`config.mk`:
```
export PLATFORM = sky130hd
export DESIGN_NAME = resample_mpsched
export DESIGN_NICKNAME = d
export VERILOG_FILES = /design/src/rtl/resample_mpsched.sv
export SDC_FILE = /design/constraint.sdc
export NUM_CORES = 1
export LEC_CHECK = 0
export CORE_UTILIZATION = 36
export CTS_BUF_LIST = sky130_fd_sc_hd__clkbuf_4 sky130_fd_sc_hd__clkbuf_8
export CTS_CLUSTER_DIAMETER = 80
export DETAILED_ROUTE_END_ITERATION = 12
export PLACE_DENSITY = 0.92
export SLEW_MARGIN = 20
export SYNTH_ARGS = -nofsm -noshare
export SYNTH_HDL_FRONTEND = slang
export SYNTH_SLANG_ARGS = --single-unit
```
`constraint.sdc`:
```
create_clock -name clk -period 3.6 [get_ports clk]
set_clock_uncertainty 0.05 [all_clocks]
set_input_delay 0.36 -clock clk [delete_from_list [all_inputs] [get_ports clk]]
set_output_delay 0.36 -clock clk [all_outputs]
set_load 0.02 [all_outputs]
```
`src/rtl/resample_mpsched.sv`:
```
// Time-slot scheduler that lends one shared multiplier to several resampler stages.
// A pop starts a sequence that grants each enabled stage SCHED_SLOT cycles, lowest index first.
module resample_mpsched #(
    parameter int NSTAGE     = 3,
    parameter int NCH        = 2,
    parameter int SCHED_SLOT = 40,
    parameter int CAND_W     = 24,
    parameter int PLIER_W    = 16
) (
    input  logic                        clk,
    input  logic                        rst,
    input  logic [NCH-1:0]              pop_i,
    input  logic [NSTAGE-1:0]           stage_en_i,
    input  logic [NSTAGE*CAND_W-1:0]    mpcand_i,
    input  logic [NSTAGE*PLIER_W-1:0]   mplier_i,
    output logic [NSTAGE-1:0]           mpready_o,
    output logic [CAND_W-1:0]           mpcand_o,
    output logic [PLIER_W-1:0]          mplier_o,
    output logic                        busy_o,
    output logic [7:0]                  overrun_cnt_o
);

    localparam int IDXW = (NSTAGE > 1) ? $clog2(NSTAGE) : 1;
    localparam logic [7:0] SLOT_LAST = 8'(SCHED_SLOT - 1);

    typedef enum logic {
        IDLE,
        RUN
    } state_t;

    state_t            state;
    logic [7:0]        slot_cnt;
    logic [IDXW-1:0]   active_idx;
    logic [NSTAGE-1:0] mask_q;
    logic [NSTAGE-1:0] mpready_q;
    logic [7:0]        overrun_cnt;

    logic [IDXW-1:0]   first_idx;
    logic [NSTAGE-1:0] first_oh;
    logic              first_found;
    logic [IDXW-1:0]   next_idx;
    logic [NSTAGE-1:0] next_oh;
    logic              next_found;

    // Descending scans so the last hit wins: lowest enabled stage, and the lowest one above the active stage.
    always_comb begin
        first_idx   = '0;
        first_oh    = '0;
        first_found = 1'b0;
        next_idx    = '0;
        next_oh     = '0;
        next_found  = 1'b0;
        for (int i = NSTAGE - 1; i >= 0; i--) begin
            if (stage_en_i[i]) begin
                first_idx   = IDXW'(i);
                first_oh    = '0;
                first_oh[i] = 1'b1;
                first_found = 1'b1;
            end
            if (mask_q[i] && (IDXW'(i) > active_idx)) begin
                next_idx   = IDXW'(i);
                next_oh    = '0;
                next_oh[i] = 1'b1;
                next_found = 1'b1;
            end
        end
    end

    always_ff @(posedge clk) begin
        if (!rst) begin
            state       <= IDLE;
            slot_cnt    <= '0;
            active_idx  <= '0;
            mask_q      <= '0;
            mpready_q   <= '0;
            overrun_cnt <= '0;
        end else if (pop_i != '0) begin
            mask_q   <= stage_en_i;
            slot_cnt <= '0;
            if ((state == RUN) && (overrun_cnt != 8'hFF)) begin
                overrun_cnt <= overrun_cnt + 8'd1;
            end
            if (first_found) begin
                state      <= RUN;
                active_idx <= first_idx;
                mpready_q  <= first_oh;
            end else begin
                state      <= IDLE;
                active_idx <= '0;
                mpready_q  <= '0;
            end
        end else if (state == RUN) begin
            if (slot_cnt == SLOT_LAST) begin
                slot_cnt <= '0;
                if (next_found) begin
                    active_idx <= next_idx;
                    mpready_q  <= next_oh;
                end else begin
                    state      <= IDLE;
                    active_idx <= '0;
                    mpready_q  <= '0;
                end
            end else begin
                slot_cnt <= slot_cnt + 8'd1;
            end
        end
    end

    // Index-driven mux so the operands come from exactly one stage, forced to zero while idle.
    always_comb begin
        mpcand_o = '0;
        mplier_o = '0;
        if (state == RUN) begin
            for (int k = 0; k < NSTAGE; k++) begin
                if (active_idx == IDXW'(k)) begin
                    mpcand_o = mpcand_i[k*CAND_W +: CAND_W];
                    mplier_o = mplier_i[k*PLIER_W +: PLIER_W];
                end
            end
        end
    end

    assign mpready_o     = mpready_q;
    assign busy_o        = (state == RUN);
    assign overrun_cnt_o = overrun_cnt;

endmodule

```
; Word-level counts from Yosys, hierarchy flattened
; Cells that the tools add are included.
[word_totals]
reg_bits = 25
input_bits = 127
elab_cells = 69
[classes]
add_sub_neg = 2
n_lt_le_gt_ge = 3
n_eq_ne = 4
n_mux = 42
bitwise = 1
n_reduce_logical = 11
[op_table]
columns = operator, n
row1 = $mux 24, 4
row2 = $mux 16, 4
row3 = $mux 3, 11
row4 = $mux 2, 11
row5 = $add 8x1->8 const B, 2
row6 = $mux 1, 11
row7 = $eq 8x6->1 const B, 1
row8 = $mux 8, 1
row9 = $ne 8x8->1 const B, 1
row10 = $reduce_bool 2->1, 3
row11 = $gt 1x2->1 const A, 2
row12 = $logic_and 1x1->1, 4
row13 = $reduce_and 2->1, 2
row14 = $eq 2x1->1 const B, 1
row15 = $eq 2x2->1 const B, 1
row16 = $gt 2x2->1 const A, 1
row17 = $logic_not 2->1, 1
row18 = $reduce_or 2->1, 1
row19 = $not 1->1, 1

; Depth between registers and ports, before layout
; Gate-level depths: netlist of run 1.
[depth]
ltp_word = 9
ltp_mapped = 6
mapped_depth_nobuf = 5

; Worst setup path after synthesis of run 1
; OpenSTA, ideal clock, no wires.
[synth_path]
kind = flip-flop to output port
from = register active_idx[1]
to = output mpcand_o[17]
arrival_time_ns = 1.326
t_required_ns = 3.190
path_slack_ns = 1.864
path_stages_with_launch = 6
n_path_buf = 2
path_cell_list = dfxtp_1 buf_4 buf_2 mux2i_1 o21ai_0 and2_1
[synth_between]
elab_chain_len = 5
[synth_rtl]
columns = item, line
row1 = from (decl), 33  ; logic [IDXW-1:0] active_idx;
row2 = from (signal assigned), 85  ; active_idx <= first_idx;
row3 = from (signal assigned), 96  ; active_idx <= next_idx;
row4 = $logic_not 2->1, 115  ; if (active_idx == IDXW'(k)) begin
row5 = $mux 24 (2 in series), 115
row6 = $mux 24 (*), 115
row7 = $mux 24 (*), 113  ; if (state == RUN) begin
row8 = to (decl), 17  ; output logic [CAND_W-1:0] mpcand_o,
; Mark *: on every way between the ends. The rest lies on a longest branch, timed or not.

; Final worst setup path of run 1
[layout_path]
from = register active_idx[1]
to = output mpcand_o[14]
; The elaborated chain is that of the path after synthesis.

==> flow_summary.yaml, run 1 <==
routing:
  drt-initial-drc-count: 91
  vias: 2694
  avgRoutedWirePerCell_um: 14.89
  drtAntennaViolNets: 0
  via_per_inst: 5.064
  firstDrtPassIters: 4
  drt_wl_total_um: 7924
  drc: 0
placed_design:
  placed_area_um2: 3980
  place.gp.congestion: 0.8023
  numPortBuffers: 178
  dp_hpwl_um: 6102
  dp_cells: 529
setup_path:
  cp.required_ns: 3.19
  slowest_delay_ns: 0.86
  path_delay_family: "buffers and inverters"
  cp_max_fo: 29
  cp_data_arrival_time_ns: 2.52
  start_kind: "register"
  crit_type: "register to primary output"
  endpoint_kind: "primary output"
  critPathSlowestCell: "dfxtp_2"
  path_cells: "buf_4, mux2i_1, o21ai_0, and2_1, clkdlybuf4s50_1"
  worst-path-buf-inv: 2
synthesis:
  yosys.area.top_type: "dfxtp_1"
  synth_edf_count: 0
  yosysWarnings: 0
  synthTopCellsByCount: "nand2_1, and2_1, o21ai_0, mux2i_1, dfxtp_1"
  synth_seq_area_share: 0.2034
  synth.top_cell.area_share: 0.2034
  synth.most_common_cell: "nand2_1"
  async_reset_ff_frac: 0
  netlist_area_um2: 2166
  synth.avg_cell_area_um2: 7.367
  synth_area_leaders: "dfxtp_1, mux2i_1, and2_1"
  ys_ff_latch: 22
  yosys.cell_types.count: 42
  synthCells: 294
  synth.net_count: 423
  yosys_most_used_dff: "dfxtp_1"
timing:
  rsz0062_at_grt: "false"
  hold_slack_ns: 0.4316
  slew_headroom: 0.4519
  setup-tns-final_ns: 0
  period_share: 0.8129
  setup_viol: 0
  worst_pin_slew_ns: 0.8221
  slew_violations: 0
  fmax_mhz: 341.7
  finalHoldViolations: 0
  min_period_ns: 2.926
cts:
  numCtsBuffers: 3
  post_cts_resized: 0
  cts_hold_buf: 0
  clk_pin_slew_ns: 0.07
  cts_buffer_depth: 2
  clock-sinks: 22
  post_cts_buffers: 0
  cts_root_buffer: "clkbuf_8"
  htreeDepth: 1
  worstSkewPairLatency_ns: 0.26
  cts_tree: "built"
floorplan:
  coreArea_um2: 5642
  row_count: 27
  fp.dieW_um: 79.57
  io_pins: 179
  start_util: 0.3839
  die_y_um: 79.57
  die-area_um2: 6331
global_route:
  grt_overflow_total: 0
  antenna_found_initial: 0
  grt_use_total: 0.2393
  grt_max_degree: 44
  grt_pass1_wl_um: 12080
  grt_pass1_vias: 2601
run:
  drv_cap: 0
power:
  p_leak_uw: 0.001436
  powerDensity_nw_per_um2: 209.8
  power_uw: 843.5
  peakVddDrop_mv: 0.1468
cells_and_area:
  finalInstanceArea_um2: 4021
  final_layout_size_suffix_gt1_frac: 0.03913
  instances_no_fill: 532
  antenna_cells: 0
  syn_to_final_growth_pct: 85.67
  regArea_um2: 441.7
  nets: 591
  nFillCells: 447
  multi_input_area_um2: 1622
outcome:
  run_status: "finished clean"
hold_path:
  hp-class: "register to register"
[metrics by stage]
| step | utilization | setup slack [ns] |
|---|---|---|
| floorplan | - | 1.864 |
| global placement | 0.7055 | 0.9619 |
| detailed placement | 0.7055 | 0.9281 |
| CTS | 0.7128 | 0.6222 |
| global route | 0.7128 | 0.5147 |
| finish | 0.7128 | 0.6737 |
[final timing paths]
check / start / endpoint / slack (ns) / cells past startpoint
hold reg to reg: mask_q[1]$_SDFFE_PN0P_ / mask_q[1]$_SDFFE_PN0P_ / 0.43 / 2
hold / removal: mask_q[1]$_SDFFE_PN0P_ / mask_q[1]$_SDFFE_PN0P_ / 0.43 / 2
setup / recovery: active_idx[1]$_SDFFE_PN0P_ / mpcand_o[14] / 0.67 / 5
setup reg to reg: busy_o$_SDFF_PN0_ / active_idx[0]$_SDFFE_PN0P_ / 1.66 / 5
[cells in the final DEF (no fill, tap or decap), types with 2 or more instances in the layout]
cell type        instances
a21boi_0                 2
a21oi_1                  3
and2_1                  46
buf_4                    5
clkbuf_8                 3
clkdlybuf4s50_1        178
dfxtp_1                 21
ha_1                     2
inv_1                    2
mux2i_1                 42
nand2_1                 50
nand3_1                  5
nand4_1                  4
nor2_1                  13
o211a_1                  2
o21ai_0                 45
xnor2_1                  8
xor2_1                   3
[kinds of logic (layout without fill, tap and decap cells)]
group	after synthesis	count (layout)	synth area share
XOR/XNOR	11	11	0.04449
buffers and inverters	22	188	0.04910
multiplexers	42	42	0.1941
flip-flops	22	22	0.2033
AO/OA/AOI/OAI	63	63	0.1756
adder cells (fa/ha/maj)	2	2	0.01155
AND/OR/NAND/NOR	132	132	0.3218
[cell type report]
type,instances,share of cell area
timing repair buffer,183,0.4524
multi-input combinational,250,0.4032
sequential,22,0.1098
tap,72,0.02240
clock buffer,3,0.01027
inverter,2,0.001867
[routing by layer]
| layer | GRT usage | vias up | wire length, µm |
|---|---|---|---|
| li1 | - | 1349 | - |
| met1 | 0.2663 | 1219 | 3115 |
| met2 | 0.4538 | 116 | 4074 |
| met3 | 0.05714 | 10 | 610 |
| met4 | 0.04909 | 0 | 124 |
| met5 | 0 | - | 0 |
[sequential cells by signal (all words and copies together) (netlist names)]
| register | count |
|---|---|
| slot_cnt | 8 |
| mpready_o | 1 |
| busy_o | 1 |
| active_idx | 2 |
| overrun_cnt_o | 8 |
| mask_q | 2 |
[worst min-delay path, cell delays in order, from the launching register on]
cell	delay, ns
dfxtp_1	0.32
nand2_1	0.05
a21boi_0	0.06
[report_power, final]
| group | switching, µW | internal, µW | total [µW] |
|---|---|---|---|
| Sequential | 15.8 | 250 | 266 |
| Combinational | 170 | 257 | 427 |
| Clock | 75.9 | 74.6 | 150 |
| Total | 261 | 582 | 844 |
Note: power is estimated with default switching activity, not from simulation.
==> inputs of run 2 (changes only) <==
--- a/config.mk
+++ b/config.mk
@@ -5,11 +5,11 @@
 export SDC_FILE = /design/constraint.sdc
 export NUM_CORES = 1
 export LEC_CHECK = 0
-export CORE_UTILIZATION = 36
+export CORE_UTILIZATION = 34
 export CTS_BUF_LIST = sky130_fd_sc_hd__clkbuf_4 sky130_fd_sc_hd__clkbuf_8
 export CTS_CLUSTER_DIAMETER = 80
 export DETAILED_ROUTE_END_ITERATION = 12
-export PLACE_DENSITY = 0.92
+export PLACE_DENSITY = 0.88
 export SLEW_MARGIN = 20
 export SYNTH_ARGS = -nofsm -noshare
 export SYNTH_HDL_FRONTEND = slang
==> constraint.sdc (replaced) <==
create_clock -name clk -period 2.9 [get_ports clk]
set_clock_uncertainty 0.05 [all_clocks]
set_input_delay 0.29 -clock clk [delete_from_list [all_inputs] [get_ports clk]]
set_output_delay 0.29 -clock clk [all_outputs]
set_load 0.02 [all_outputs]
==> run 2 against run 1 <==
Against the previous run:
- critical path depth unchanged
- die area increased by 5.7%
- worst hold slack got worse by 0.0015 ns
- non-clock buffer count increased by 1
- first-iteration DRC count decreased by 15%
- clock power increased by 90%
- sequential cell count unchanged
- sequential power increased by 21%
- clock-buffer cell count unchanged
- sequential share of layout area decreased by 0.14 points
- setup slack got worse by 0.37 ns
- register-to-register slack got worse by 0.34 ns
- highest routed layer unchanged
==> flow_summary.yaml, run 2 (synthesized netlist as in run 1, its figures left out) <==
timing:
  setup-tns-final_ns: 0
  setup_viol: 0
  worst_pin_slew_ns: 0.4646
  period_share: 0.8960
  slew_violations: 0
  rsz0062_at_grt: "false"
  hold_slack_ns: 0.4301
  min_period_ns: 2.598
  fmax_mhz: 384.8
  finalHoldViolations: 0
  slew_headroom: 0.6893
cts:
  clock-sinks: 22
  post_cts_buffers: 0
  htreeDepth: 1
  worstSkewPairLatency_ns: 0.26
  clk_pin_slew_ns: 0.08
  numCtsBuffers: 3
  cts_hold_buf: 0
  cts_buffer_depth: 2
  post_cts_resized: 0
  cts_tree: "built"
  cts_root_buffer: "clkbuf_8"
placed_design:
  dp_cells: 533
  numPortBuffers: 178
  dp_hpwl_um: 6447
  place.gp.congestion: 0.8076
  placed_area_um2: 4004
setup_path:
  cp_num_cells: 5
  worst-path-buf-inv: 2
  r2r_cells: 5
  path_cells: "buf_4, mux2i_1, o21ai_0, and2_1, clkdlybuf4s50_1"
  endpoint_kind: "primary output"
  cp_data_arrival_time_ns: 2.26
  start_kind: "register"
  rr_startpoint: "busy_o$_SDFF_PN0_"
  crit_start: "active_idx[1]$_SDFFE_PN0P_"
  path_delay_family: "buffers and inverters"
  slowest_delay_ns: 0.57
  cp.required_ns: 2.56
  cp_max_fo: 17
  critPathSlowestCell: "dfxtp_2"
  crit_type: "register to primary output"
routing:
  avgRoutedWirePerCell_um: 15.20
  vias: 2682
  drt_wl_total_um: 8164
  drc: 0
  via_per_inst: 4.994
  drtAntennaViolNets: 0
  drt-initial-drc-count: 77
  firstDrtPassIters: 4
hold_path:
  hp-class: "register to register"
  whs_path_depth: 2
  min_from: "mask_q[1]$_SDFFE_PN0P_"
cells_and_area:
  final_layout_size_suffix_gt1_frac: 0.04329
  finalInstanceArea_um2: 4075
  syn_to_final_growth_pct: 88.16
  mostFrequentLayoutCell: "clkdlybuf4s50_1"
  nets: 592
  regArea_um2: 441.7
  nFillCells: 517
  final_cell_mix: "clkdlybuf4s50_1, nand2_1, and2_1, o21ai_0, mux2i_1"
  antenna_cells: 0
  multi_input_area_um2: 1622
  instances_no_fill: 537
floorplan:
  start_util: 0.3594
  fp.dieW_um: 81.81
  io_pins: 179
  row_count: 28
  die-area_um2: 6693
  die_y_um: 81.81
  coreArea_um2: 6026
power:
  internal_power_uw: 818.4
  clockPowerShare: 0.248
  sequentialPowerShare: 0.281
  power_frac_comb: 0.472
  peakVddDrop_mv: 0.2251
  swShare: 0.2884
  p_leak_uw: 0.001459
  powerDensity_nw_per_um2: 282.2
  power_uw: 1150
  power_switching_uw: 331.6
global_route:
  antenna_found_initial: 0
  grt_max_degree: 44
  grt_overflow_total: 0
  grt_pass1_vias: 2573
  grt_pass1_wl_um: 12190
  grt_use_total: 0.2310
run:
  drv_cap: 0
outcome:
  run_status: "finished clean"
-- run 2: worst paths after layout --
check | endpoint | slack, ns
worst max register to register | active_idx[0]$_SDFFE_PN0P_ | 1.32
worst min register to register | mask_q[1]$_SDFFE_PN0P_ | 0.43
worst min-delay path | mask_q[1]$_SDFFE_PN0P_ | 0.43
worst max-delay path | mplier_o[12] | 0.30
-- run 2: through the flow --
step | setup WS (ns) | utilization
after detailed placement | 0.5796 | 0.6645
after CTS | 0.2847 | 0.6763
after global placement | 0.6111 | 0.6645
final | 0.3016 | 0.6763
after floorplan | 1.234 | -
after global routing | 0.07477 | 0.6763
-- run 2: per-layer routing --
| metal | part of all wire | vias up | global-route usage |
|---|---|---|---|
| li1 | - | 1352 | - |
| met1 | 0.40 | 1208 | 0.2814 |
| met2 | 0.52 | 114 | 0.4107 |
| met3 | 0.075 | 8 | 0.04556 |
| met4 | 0.011 | 0 | 0.05789 |
| met5 | 0 | - | 0 |
-- run 2: worst reg2reg max path, delay by kind of cell, from the launching register on --
kind | cells | cell delay, ns
buffers and inverters | 1 | 0.24
AOI/OAI and AO/OA | 3 | 0.49
and+or+nand+nor | 1 | 0.24
DFF | 1 | 0.45
-- run 2: power groups by stage --
stage	registers, µW	clock network [µW]	logic (µW)
finish	323	285	542
global route	325	305	585
CTS	323	294	544
detailed placement	330	0	542
global placement	329	0	533
floorplan	332	0	229
-- run 2: area by class of cell --
cell class | count | share of cell area
clock buffer | 3 | 0.01013
timing repair buffer | 184 | 0.4513
inverter | 2 | 0.001842
multi-input combinational | 250 | 0.3979
clock inverter | 1 | 0.007369
sequential | 22 | 0.1084
tap | 75 | 0.02303
